===== src/rtl/tt_div_pkg.sv =====
// Shared encodings and widths for the 8-bit by 4-bit restoring divider.
package tt_div_pkg;

    localparam int DVD_W = 8;
    localparam int DVS_W = 4;
    localparam int ITER  = 8;
    localparam int CNT_W = 4;

    typedef enum logic [1:0] {
        IDLE = 2'd0,
        RUN  = 2'd1,
        DONE = 2'd2
    } state_t;

    localparam logic [7:0] UIO_OE_CONST = 8'b1100_0000;
    localparam logic [CNT_W-1:0] ITER_LAST = CNT_W'(ITER);

endpackage


===== src/rtl/div_step.sv =====
// One restoring shift-subtract step: shift in the next dividend bit, subtract
// the divisor when it fits, and report the resulting quotient bit.
module div_step
    import tt_div_pkg::*;
(
    input  logic [DVS_W:0]   prem_i,
    input  logic             bit_i,
    input  logic [DVS_W-1:0] dvs_i,
    output logic [DVS_W:0]   prem_o,
    output logic             q_o
);

    logic [DVS_W:0]   trial;
    logic [DVS_W+1:0] diff;
    logic             fits;
    logic             unused_prem_msb;

    // The incoming remainder is always below the divisor, so its MSB is zero.
    assign unused_prem_msb = prem_i[DVS_W];

    always_comb begin
        trial  = {prem_i[DVS_W-1:0], bit_i};
        diff   = {1'b0, trial} - {2'b00, dvs_i};
        fits   = ~diff[DVS_W+1];
        q_o    = fits;
        prem_o = fits ? diff[DVS_W:0] : trial;
    end

endmodule


===== src/rtl/tt_um_div.sv =====
// Tiny Tapeout 8/4-bit sequential restoring divider with start-edge control.
// Define TT_DIV_REM_EN to let uio_in[5] (show_rem) display the remainder.
module tt_um_div
    import tt_div_pkg::*;
(
    input  logic       clk,
    input  logic       rst_n,
    input  logic       ena,
    input  logic [7:0] ui_in,
    input  logic [7:0] uio_in,
    output logic [7:0] uo_out,
    output logic [7:0] uio_out,
    output logic [7:0] uio_oe
);

    state_t state_q, state_d;

    logic             start_prev_q, start_prev_d;
    logic             armed_q, armed_d;
    logic [DVD_W-1:0] dvd_q, dvd_d;
    logic [DVS_W-1:0] dvs_q, dvs_d;
    logic [DVS_W:0]   prem_q, prem_d;
    logic [CNT_W-1:0] cnt_q, cnt_d;
    logic [DVD_W-1:0] quo_q, quo_d;
    logic [DVS_W-1:0] rem_q, rem_d;

    logic             start;
    logic             start_evt;
    logic [DVS_W:0]   step_prem;
    logic             step_q;
    logic             busy;
    logic             done;

    assign start = uio_in[4];
    // armed_q only rises once start has been seen low, so a start held high
    // through reset never counts as an edge.
    assign start_evt = start & ~start_prev_q & armed_q;

    div_step u_step (
        .prem_i (prem_q),
        .bit_i  (dvd_q[DVD_W-1]),
        .dvs_i  (dvs_q),
        .prem_o (step_prem),
        .q_o    (step_q)
    );

    always_ff @(posedge clk or negedge rst_n) begin
        if (!rst_n) begin
            state_q <= IDLE;
        end else if (ena) begin
            state_q <= state_d;
        end
    end

    always_comb begin
        state_d = state_q;
        case (state_q)
            IDLE:    if (start_evt) state_d = RUN;
            RUN:     if (cnt_q == ITER_LAST) state_d = DONE;
            DONE:    if (start_evt) state_d = RUN;
            default: state_d = IDLE;
        endcase
    end

    always_comb begin
        busy = (state_q == RUN);
        done = (state_q == DONE);
    end

    always_ff @(posedge clk or negedge rst_n) begin
        if (!rst_n) begin
            start_prev_q <= 1'b0;
            armed_q      <= 1'b0;
            dvd_q        <= '0;
            dvs_q        <= '0;
            prem_q       <= '0;
            cnt_q        <= '0;
            quo_q        <= '0;
            rem_q        <= '0;
        end else if (ena) begin
            start_prev_q <= start_prev_d;
            armed_q      <= armed_d;
            dvd_q        <= dvd_d;
            dvs_q        <= dvs_d;
            prem_q       <= prem_d;
            cnt_q        <= cnt_d;
            quo_q        <= quo_d;
            rem_q        <= rem_d;
        end
    end

    always_comb begin
        start_prev_d = start;
        armed_d      = armed_q | ~start;
        dvd_d        = dvd_q;
        dvs_d        = dvs_q;
        prem_d       = prem_q;
        cnt_d        = cnt_q;
        quo_d        = quo_q;
        rem_d        = rem_q;
        case (state_q)
            IDLE, DONE: begin
                if (start_evt) begin
                    dvd_d  = ui_in;
                    dvs_d  = uio_in[DVS_W-1:0];
                    prem_d = '0;
                    cnt_d  = '0;
                end
            end
            RUN: begin
                if (cnt_q != ITER_LAST) begin
                    // Quotient bits shift into the vacated dividend LSBs.
                    prem_d = step_prem;
                    dvd_d  = {dvd_q[DVD_W-2:0], step_q};
                    cnt_d  = cnt_q + 1'b1;
                end else begin
                    quo_d = dvd_q;
                    rem_d = prem_q[DVS_W-1:0];
                end
            end
            default: ;
        endcase
    end

`ifdef TT_DIV_REM_EN
    logic unused_in;
    assign unused_in = ^uio_in[7:6];
    assign uo_out = uio_in[5] ? {4'b0000, rem_q} : quo_q;
`else
    logic unused_in;
    assign unused_in = ^{uio_in[7:5], rem_q};
    assign uo_out = quo_q;
`endif

    assign uio_out = {done, busy, 6'b00_0000};
    assign uio_oe  = UIO_OE_CONST;

endmodule


===== config.mk =====
export PLATFORM = sky130hd
export DESIGN_NAME = tt_um_div
export DESIGN_NICKNAME = d
export VERILOG_FILES = /design/src/rtl/tt_div_pkg.sv /design/src/rtl/div_step.sv /design/src/rtl/tt_um_div.sv
export SDC_FILE = /design/constraint.sdc
export NUM_CORES = 1
export LEC_CHECK = 0
export ABC_AREA = 1
export CELL_PAD_IN_SITES_DETAIL_PLACEMENT = 1
export CELL_PAD_IN_SITES_GLOBAL_PLACEMENT = 1
export CORE_ASPECT_RATIO = 0.6
export CORE_MARGIN = 4
export CORE_UTILIZATION = 39
export DETAILED_ROUTE_END_ITERATION = 8
export PLACE_DENSITY = 0.92
export SLEW_MARGIN = 15
export SYNTH_ARGS = -nofsm -noshare
export SYNTH_HDL_FRONTEND = slang
export SYNTH_SLANG_ARGS = --single-unit

===== constraint.sdc =====
create_clock -name clk -period 4.4 [get_ports clk]
set_input_delay 0.88 -clock clk [delete_from_list [all_inputs] [get_ports clk]]
set_output_delay 0.88 -clock clk [all_outputs]
set_load 0.01 [all_outputs]

==> results.toml <==
[logic_synthesis]
yosysWarningCount = 0
synthTopCellsByArea = "dfrtp_1 (43%), nand2_1 (12%), buf_4 (6.5%)"
synth_cell_types = 28
ys_seq_elements = 32
ys_seq_area_frac = 0.434
postSynthAreaPerCell_um2 = 8.54
synth_enable_flop_cells = 0
yosys.area.top_type_share = 0.434
synth.most_common_cell = "nand2_1"
synth_top_flop_cell = "dfrtp_1"
yosysTopAreaCell = "dfrtp_1"
postSynth.asyncResetShare = 1.00
synth_common_cells = "nand2_1 (59), dfrtp_1 (32), inv_1 (25)"
syn_inst = 216
synth.cell_area_um2 = 1850

[grt]
grt_pass1_wl_mm = 7.17
grt_antenna_before_repair = 0
grt_pass1_vias = 1473
track_usage = 0.157
overflow = 0
grt_max_degree = 33

[final_layout]
utilization = 0.469
fillCellCount = 556
design_area_um2 = 2140
drive_above_1_share = 0.125
area_delta_synth_final_pct = 16.0
n_antenna_cell = 0
nets = 266
stdcell_count = 303

[min_path]
hp-class = "reg2reg"

[timing]
layout_setup_ws_ns = 1.87
final_max_slew_viol_count = 0
final_hold_viol_count = 0
tightest_slew_ns = 0.623
slew_headroom = 0.584
timing.hold.ws_ns = 0.477
min_period_over_period = 0.575
timing.fmax_mhz = 396
skew_ns = 0.00731
final.min_clock_period_ns = 2.53
rsz0062_at_grt = "false"
setup_viol = 0
setup_tns_ns = 0

[detailed_routing]
vias_per_cell = 4.71
route.met3.wl_um = 171
wirelength_met1_mm = 2.04
drc_errors = 0
dr.pass1.iters = 4
drt-initial-drc-count = 72
highest_layer = "met4"
avgRoutedWirePerCell_um = 14.2
vias = 1427
drtAntennaViolNets = 0
wl_mm = 4.29
wl_met2_mm = 2.02

[power_and_ir_drop]
swShare = 0.449
p_comb_frac = 0.526
p_leak_nw = 1.05
total_power_mw = 1.49
p_sw_mw = 0.668
p_clk_frac = 0.143
powerDensity_nw_per_um2 = 695
vdd_drop_max_v = 0.000234
intPower_mw = 0.819
p_seq_frac = 0.331

[clock_network]
numCtsBuffers = 5
cts_tree = "built"
ctsHoldBuffers = 0
post_cts_buffers = 0
clkTransAtPathRegs_ns = 0.07
worstSkewPairLatency_ns = 0.29
cts_resized = 0
clock_path_buffers = 2
cts.sink_count = 32
htreeDepth = 2
root_buffer = "clkbuf_8"

[floorplanning]
rows = 19
fp.dieH_um = 61.3
die_width_um = 96.8
ios = 43
core_um2 = 4560
dieArea_um2 = 5930
start_util = 0.404

[placement]
dp_hpwl_mm = 3.31
portBuffers = 25
routabilityCongestion = 0.845
place_inst = 296
dpl_worst_slack_ns = 1.58
place_area_um2 = 2060

[status]
status = "finished, final reports clean"

[critical_path]
cp_slowest_cell = "clkdlybuf4s50_1"
crit_arrival_ns = 2.70
slowest_delay_ns = 0.52
crit_buf_inv = 2
path_class = "in2reg"
crit_path_start_kind = "input port"
crit_required_ns = 4.57
critical_path.cell_chain = "clkdlybuf4s50_1 -> nand3_2 -> nand2_4 -> nand2_4 -> nor2_4 -> inv_1 -> nand2_1 -> nand2_1"
critical-path-top-delay-family = "simple AND/OR/NAND/NOR gates"
cp_max_fo = 26
crit_path_end_kind = "register"

[flow_run]
drv_cap = 0
[sequential cells by signal, indices dropped and copies added (netlist names)]
| name | count |
|---|---|
| start_prev_q | 1 |
| armed_q | 1 |
| uo_out | 8 |
| state_q | 2 |
| dvd_q | 8 |
| cnt_q | 4 |
| dvs_q | 4 |
| prem_q | 4 |
[cell usage in the layout (no fill, tap or decap), types with 2 or more instances in the layout]
master,n
nand2_4,3
o21ai_1,14
clkdlybuf4s50_1,25
xor2_1,2
nand2_1,59
o21ai_0,2
nor2_1,7
o21ai_2,9
inv_2,3
a21oi_2,2
nand3_1,14
inv_1,25
dfrtp_1,32
conb_1,14
clkbuf_8,5
ha_1,6
nand4_1,5
[worst reg2reg max path, stage by stage, from the launching register on]
cell	delay, ns
dfrtp_1	0.43
inv_1	0.07
ha_1	0.20
nand3_1	0.19
a21oi_2	0.10
nor2_4	0.49
inv_1	0.30
nand2_1	0.15
nand2_1	0.08
[per-layer routing]
metal / up-vias / track usage
li1: 700 / -
met2: 27 / 0.263
met3: 7 / 0.0407
met1: 693 / 0.200
met4: 0 / 0.0640
met5: - / 0
[path summary, 6_finish.rpt]
check,cells past startpoint,slack (ns),to,startpoint
worst min register to register,2,0.48,dvs_q[2],dvs_q[2]
max in group asynchronous,2,3.10,cnt_q[0],rst_n
worst min-delay path,2,0.48,dvs_q[2],dvs_q[2]
worst max register to register,8,2.28,prem_q[0],cnt_q[0]
min in group asynchronous,2,0.99,uo_out[1],rst_n
worst max-delay path,8,1.87,prem_q[0],uio_in[4]
[logic make-up after synthesis]
kind of cell	Yosys count	share of synthesized area
AOI/OAI and AO/OA	29	0.102
and+or+nand+nor	94	0.248
DFF	32	0.434
adders and majority gates	7	0.0515
buffers and inverters	49	0.146
other	2	0.00407
xor gates and xnor gates	3	0.0142
[power by group through the flow]
stage          sequential [mW]  clock, mW  combinational (mW)
6_report                 0.491      0.213               0.783
5_1_grt                  0.508      0.231               0.883
4_1_cts                  0.493      0.218               0.794
3_5_place_dp             0.497          0               0.783
3_3_place_gp             0.490          0               0.719
2_1_floorplan            0.495          0               0.557
[final cells by class]
cell class | instances | area [um2] | share of cell area
flip-flops and latches | 32 | 801 | 0.374
clock buffers | 6 | 72.6 | 0.0339
clock inverters | 1 | 5.00 | 0.00234
well taps | 63 | 78.8 | 0.0368
repair buffers | 26 | 258 | 0.120
inverters | 28 | 105 | 0.0491
multi-input cells | 147 | 821 | 0.383
Power figures use the tool's default switching activity.
